--- src/rtl/muldiv_unit_pkg.sv ---
// Shared definitions for the RV32M multiply/divide unit.
//   - M-extension funct3 codes and the funct7 value that selects them
//   - FSM state encoding
package muldiv_unit_pkg;

    localparam logic [2:0] MD_MUL    = 3'b000;
    localparam logic [2:0] MD_MULH   = 3'b001;
    localparam logic [2:0] MD_MULHSU = 3'b010;
    localparam logic [2:0] MD_MULHU  = 3'b011;
    localparam logic [2:0] MD_DIV    = 3'b100;
    localparam logic [2:0] MD_DIVU   = 3'b101;
    localparam logic [2:0] MD_REM    = 3'b110;
    localparam logic [2:0] MD_REMU   = 3'b111;

    localparam logic [6:0] F7_MULDIV = 7'b0000001;

    typedef enum logic [1:0] {
        MD_IDLE = 2'd0,
        MD_RUN  = 2'd1,
        MD_DONE = 2'd2
    } md_state_e;

    // Division ops all have funct3[2] set; remainder ops additionally funct3[1].
    function automatic logic is_div_op(input logic [2:0] f3);
        return f3[2];
    endfunction

endpackage

--- src/rtl/muldiv_unit_div_step.sv ---
// One restoring-division step on unsigned magnitudes.
//   rem_in   partial remainder (always < divisor)
//   quo_in   dividend bits not yet consumed (MSB first) with quotient bits
//            shifted in from the bottom
//   divisor  unsigned divisor magnitude
//   rem_out  next partial remainder
//   quo_out  quo_in shifted left with the new quotient bit appended
module muldiv_unit_div_step #(
    parameter int XLEN = 32
) (
    input  logic [XLEN-1:0] rem_in,
    input  logic [XLEN-1:0] quo_in,
    input  logic [XLEN-1:0] divisor,
    output logic [XLEN-1:0] rem_out,
    output logic [XLEN-1:0] quo_out
);

    logic [XLEN:0] shifted;
    logic [XLEN:0] diff;

    // shifted < 2*divisor, so the top bit of the difference is a clean borrow flag.
    always_comb begin
        shifted = {rem_in, quo_in[XLEN-1]};
        diff    = shifted - {1'b0, divisor};
        if (!diff[XLEN]) begin
            rem_out = diff[XLEN-1:0];
            quo_out = {quo_in[XLEN-2:0], 1'b1};
        end else begin
            rem_out = shifted[XLEN-1:0];
            quo_out = {quo_in[XLEN-2:0], 1'b0};
        end
    end

endmodule

--- src/rtl/muldiv_unit.sv ---
// Iterative RV32M multiply/divide unit sitting beside the ALU in EX.
// One shift-add or restoring-subtract step per cycle; divide-by-zero and
// signed overflow finish in a single cycle.
// Ports:
//   clk, reset     clock; synchronous active-low reset
//   start, flush   op request / squash (flush wins)
//   funct3, rd_in  operation select and destination register
//   a, b           post-forwarding rs1 / rs2 operands
//   busy           RUN or DONE
//   stall          freeze upstream stages and EX/MEM load
//   done           one-cycle pulse, result/rd_out valid
//   result, rd_out final value and captured rd, held until the next result
module muldiv_unit
    import muldiv_unit_pkg::*;
#(
    parameter int XLEN = 32
) (
    input  logic            clk,
    input  logic            reset,
    input  logic            start,
    input  logic            flush,
    input  logic [2:0]      funct3,
    input  logic [4:0]      rd_in,
    input  logic [XLEN-1:0] a,
    input  logic [XLEN-1:0] b,
    output logic            busy,
    output logic            stall,
    output logic            done,
    output logic [XLEN-1:0] result,
    output logic [4:0]      rd_out
);

    localparam int CNT_W = $clog2(XLEN) + 1;
    localparam logic [CNT_W-1:0] LAST_CNT = CNT_W'(XLEN - 1);

    md_state_e         state_q, state_d;
    logic [CNT_W-1:0]  cnt_q;
    logic [2:0]        op_q;
    logic [4:0]        rd_q;
    logic              neg_q;
    logic [XLEN-1:0]   opnd_q;    // multiplicand (MUL*) or divisor (DIV*/REM*)
    logic [2*XLEN-1:0] acc_q;     // {hi, lo}: product, or {remainder, quotient}

    // Request decode
    logic            accept;
    logic            a_signed, b_signed, a_neg, b_neg, in_div;
    logic [XLEN-1:0] a_mag, b_mag;
    logic            div_zero, div_ovf, fast;
    logic            neg_in;
    logic [XLEN-1:0] fast_res;

    always_comb begin
        accept   = (state_q == MD_IDLE) && start && !flush;
        in_div   = is_div_op(funct3);
        a_signed = (funct3 == MD_MULH) || (funct3 == MD_MULHSU) ||
                   (funct3 == MD_DIV)  || (funct3 == MD_REM);
        b_signed = (funct3 == MD_MULH) || (funct3 == MD_DIV) || (funct3 == MD_REM);
        a_neg    = a_signed && a[XLEN-1];
        b_neg    = b_signed && b[XLEN-1];
        a_mag    = a_neg ? -a : a;
        b_mag    = b_neg ? -b : b;
        div_zero = in_div && (b == '0);
        div_ovf  = in_div && !funct3[0] && (a == {1'b1, {(XLEN-1){1'b0}}}) && (b == '1);
        fast     = div_zero || div_ovf;
        // Remainder follows the dividend sign; quotient/product follow the sign mismatch.
        neg_in   = (in_div && funct3[1]) ? a_neg : (a_neg ^ b_neg);
        if (div_zero)
            fast_res = funct3[1] ? a : '1;
        else
            fast_res = funct3[1] ? '0 : a;
    end

    // Iteration step
    logic [XLEN:0]     mul_sum;
    logic [2*XLEN-1:0] mul_next;
    logic [XLEN-1:0]   div_rem, div_quo;
    logic [2*XLEN-1:0] step_next;
    logic [XLEN-1:0]   final_res;

    muldiv_unit_div_step #(.XLEN(XLEN)) u_div_step (
        .rem_in  (acc_q[2*XLEN-1:XLEN]),
        .quo_in  (acc_q[XLEN-1:0]),
        .divisor (opnd_q),
        .rem_out (div_rem),
        .quo_out (div_quo)
    );

    function automatic logic [XLEN-1:0] fix_result(input logic [2:0] op, input logic neg,
                                                   input logic [2*XLEN-1:0] acc);
        logic [XLEN-1:0]   part;
        logic [2*XLEN-1:0] full;
        part = '0;
        full = '0;
        if (is_div_op(op)) begin
            part = op[1] ? acc[2*XLEN-1:XLEN] : acc[XLEN-1:0];
            return neg ? -part : part;
        end
        full = neg ? -acc : acc;
        return (op == MD_MUL) ? full[XLEN-1:0] : full[2*XLEN-1:XLEN];
    endfunction

    // Shift-add: low half starts as the multiplier and is consumed LSB first
    // while the partial product grows into the high half.
    always_comb begin
        mul_sum   = {1'b0, acc_q[2*XLEN-1:XLEN]} + (acc_q[0] ? {1'b0, opnd_q} : '0);
        mul_next  = {mul_sum, acc_q[XLEN-1:1]};
        step_next = is_div_op(op_q) ? {div_rem, div_quo} : mul_next;
        final_res = fix_result(op_q, neg_q, step_next);
    end

    // FSM
    always_comb begin
        state_d = state_q;
        unique case (state_q)
            MD_IDLE: if (accept) state_d = fast ? MD_DONE : MD_RUN;
            MD_RUN:  if (cnt_q == LAST_CNT) state_d = MD_DONE;
            MD_DONE: state_d = MD_IDLE;
            default: state_d = MD_IDLE;
        endcase
        if (flush) state_d = MD_IDLE;
    end

    always_comb begin
        busy  = (state_q == MD_RUN) || (state_q == MD_DONE);
        stall = accept || (state_q == MD_RUN);
        done  = (state_q == MD_DONE);
    end

    always_ff @(posedge clk) begin
        if (!reset) begin
            state_q <= MD_IDLE;
            cnt_q   <= '0;
            op_q    <= '0;
            rd_q    <= '0;
            neg_q   <= 1'b0;
            opnd_q  <= '0;
            acc_q   <= '0;
            result  <= '0;
            rd_out  <= '0;
        end else begin
            state_q <= state_d;
            unique case (state_q)
                MD_IDLE: begin
                    if (accept) begin
                        op_q   <= funct3;
                        rd_q   <= rd_in;
                        neg_q  <= neg_in;
                        cnt_q  <= '0;
                        opnd_q <= in_div ? b_mag : a_mag;
                        acc_q  <= {{XLEN{1'b0}}, (in_div ? a_mag : b_mag)};
                        if (fast) begin
                            result <= fast_res;
                            rd_out <= rd_in;
                        end
                    end
                end
                MD_RUN: begin
                    acc_q <= step_next;
                    cnt_q <= cnt_q + CNT_W'(1);
                    if ((cnt_q == LAST_CNT) && !flush) begin
                        result <= final_res;
                        rd_out <= rd_q;
                    end
                end
                default: ;
            endcase
        end
    end

endmodule

--- config.mk ---
export PLATFORM = sky130hd
export DESIGN_NAME = muldiv_unit
export DESIGN_NICKNAME = d
export VERILOG_FILES = /design/src/rtl/muldiv_unit_pkg.sv /design/src/rtl/muldiv_unit_div_step.sv /design/src/rtl/muldiv_unit.sv
export SDC_FILE = /design/constraint.sdc
export NUM_CORES = 1
export LEC_CHECK = 0
export CORE_ASPECT_RATIO = 0.6
export CORE_MARGIN = 2
export CORE_UTILIZATION = 51
export DETAILED_ROUTE_END_ITERATION = 16
export HOLD_SLACK_MARGIN = 0.03
export PLACE_DENSITY_LB_ADDON = 0.3
export SYNTH_ARGS = -nofsm -noshare
export SYNTH_HDL_FRONTEND = slang
export SYNTH_SLANG_ARGS = --single-unit
--- constraint.sdc ---
create_clock -name clk -period 6.6 [get_ports clk]
set_input_delay 1.65 -clock clk [delete_from_list [all_inputs] [get_ports clk]]
set_output_delay 1.65 -clock clk [all_outputs]
set_load 0.01 [all_outputs]
==> flow_metrics.tcl <==
set metrics [dict create \
    status "finished with violations" \
    violations "max-capacitance violations" \
    postLayoutCellArea_um2 20240 \
    die_area_um2 36480 \
    drt_iter0_drc 4116 \
    max_cap_viol_count 1 \
    nFillCells 3281 \
    cellLeakagePower_nw 7.697 \
    pin_count 116 \
    cts_setup_buffers 0 \
    drv_slew 0 \
    finalSetupTns_ns 0 \
    grt_overflow 0 \
    drive_gt1_share_pct 8.890 \
    grt_first_pass_wirelength_um 128800 \
    cp-startpoint "acc_q[0]$_SDFFE_PN0P_" \
    start_kind "flop" \
    htree_levels 4 \
    numPortBuffers 115 \
    ys.warnings.count 0 \
    vias 22313 \
    cp-end-kind "flop" \
    fin_worst_skew_ns 0.01697 \
    cts_root_buf "clkbuf_16" \
    syn-cell-area_um2 17810 \
    synth-edff-count 0 \
    postCtsHoldBufs 0 \
    die_x_um 245.3 \
    finalHoldViolCount 0 \
    gp_congestion 1.130 \
    clkSinkCount 150 \
    synth_fp_nets 2751 \
    max-vdd-ir-drop_v 0.0001979 \
    drt_pre_antenna_iters 11 \
    synthDistinctLibCells 106 \
    dpl_cell_area_um2 19610 \
    area_delta_synth_final_pct 13.63 \
    worstPathRequired_ns 7.02 \
    setup_viol 0 \
    cp_max_fo 16 \
    clock_path_buffers 2 \
    rrSetupSlack_ns 0.27 \
    rsz0062_at_grt "no" \
    die_h_um 148.8 \
    yosysSeqAreaShare_pct 16.86 \
    max_freq_mhz 158.0 \
    vias_per_cell 7.124 \
    tightest_slew_ns 1.481 \
    initial_core_util_pct 52.34 \
    power_density_nw_per_um2 179.1 \
    worstSkewPairLatency_ns 0.47 \
    synth_seq_cells 150 \
    r2r_start "acc_q[0]$_SDFFE_PN0P_" \
    slew_headroom_pct 0.5936 \
    synth_cells 2600 \
    detail_route.wirelength_um 88950 \
    crit_type "reg -> reg" \
    track_usage_pct 47.56 \
    avgSynthCellArea_um2 6.850 \
    period_share_pct 95.89 \
    fin_nets 2804 \
    cts_made_buffers 17 \
    rows 52 \
    grt_pass1_vias 19298 \
    hold_start "result[24]$_SDFFE_PN0P_" \
    postRouteAntennaNets 0 \
    hold_class "reg -> reg" \
    clk_pin_slew_ns 0.08 \
    ys_async_sr_fraction_pct 0 \
    post_cts_resized 0 \
    cp.arrival_ns 6.75 \
    layout_min_cycle_time_ns 6.329 \
    grt_max_degree 83 \
    coreArea_um2 34030 \
    dp_hpwl_um 69350 \
    drcViolationCount 0 \
    ys.flop_type "dfxtp_1" \
    grt_antenna_before_repair 11 \
    avgRoutedWirePerCell_um 28.40 \
    cts_tree "done" \
]
## layout by cell type (no fill, tap or decap), types with 69 or more instances in the layout
master             n
nand2_1          322
ha_1              72
clkdlybuf4s50_1  114
nor2_1           305
xor2_1            69
a21oi_1          243
buf_4            104
xnor2_1           84
inv_1             71
nor3_1            71
dfxtp_1          148
o21ai_0          172
## Yosys cell counts, types with 30 or more instances
cell type	number	share of area [%]
nand2_1	322	6.8
dfxtp_1	150	17
nand3_1	49	1.4
o21ai_0	172	4.8
nor2_1	306	6.4
clkbuf_1	145	3.1
o31ai_1	34	1.4
nor4_1	31	1.1
a22oi_1	33	1.4
nand4_1	43	1.5
mux2i_1	42	2.4
a21oi_1	245	6.9
xnor2_1	84	4.1
o211ai_1	54	2.3
nor3_1	71	2.0
and2_1	51	1.8
inv_1	72	1.5
a31oi_1	30	1.1
mux2_2	35	2.2
xor2_1	69	3.4
a211oi_1	39	1.6
ha_1	73	5.1
## critical path, stage by stage, from the launching register on
cell and delay, ns:
dfxtp_1 0.71, and2_1 0.23, ha_1 0.20, a21o_1 0.16, nand4_1 0.24, a211oi_1 1.14, a41o_1 0.30, a311oi_1 0.10
nor2_1 0.20, a31oi_1 0.18, nor4_1 1.01, nand2_1 0.48, or3_1 0.47, or3_1 0.36, a211oi_1 0.31, o311a_1 0.19
## final cells by class
type,instances,area (µm²),area share [%]
multi-input cells,2189,13800,68.21
clock inverters,13,168.9,0.8347
inverters,75,284.0,1.403
flip-flops and latches,150,3008,14.86
well taps,459,574.3,2.838
repair buffers,220,1947,9.620
clock buffers,19,432.9,2.139
diodes,7,17.52,0.08656
## path summary, 6_finish.rpt
kind | end | cells after the start
worst max register to register | result[29]$_SDFFE_PN0P_ | 15
worst min register to register | result[24]$_SDFFE_PN0P_ | 2
worst max-delay path | result[29]$_SDFFE_PN0P_ | 15
worst min-delay path | result[24]$_SDFFE_PN0P_ | 2
## report_power, final
group	internal, mW	switching (mW)
sequential	0.941	0.0548
clock	0.600	0.474
combinational	0.506	1.05
total	2.05	1.58
## flip-flops by register name, indices dropped and copies added, names as in the netlist
| name | cells |
|---|---|
| neg_q | 1 |
| op_q | 3 |
| state_q | 2 |
| acc_q | 64 |
| opnd_q | 32 |
| rd_out | 5 |
| result | 32 |
| rd_q | 5 |
| cnt_q | 6 |
## logic make-up after synthesis
kind of cell / share of synthesized area [%]
AOI/OAI and AO/OA: 31.82
xor gates and xnor gates: 7.524
adders and majority gates: 5.353
buffers and inverters: 5.824
DFF: 16.86
muxes: 5.030
and+or+nand+nor: 27.59
## metal layers
layer,global-route usage (%),share of wire [%]
met5,0,0.058
met3,23.44,18
met2,61.29,37
met1,67.51,41
met4,14.85,3.5
## stage by stage
| step | total power, mW | setup WS (ns) | hold slack [ns] | util, % | instances |
|---|---|---|---|---|---|
| after floorplan | 1.897 | 0.4341 | 0.4360 | - | 2600 |
| after global placement | 2.448 | 0.6097 | 0.4379 | 57.63 | 3092 |
| after detailed placement | 2.458 | 0.4384 | 0.4536 | 57.63 | 3092 |
| after CTS | 3.509 | 0.6838 | 0.4624 | 59.40 | 3124 |
| after global routing | 3.692 | 0.04668 | 0.4835 | 59.42 | 3125 |
| final | 3.625 | 0.2712 | 0.4610 | 59.47 | 3132 |
Note: power is estimated with default switching activity, not from simulation.
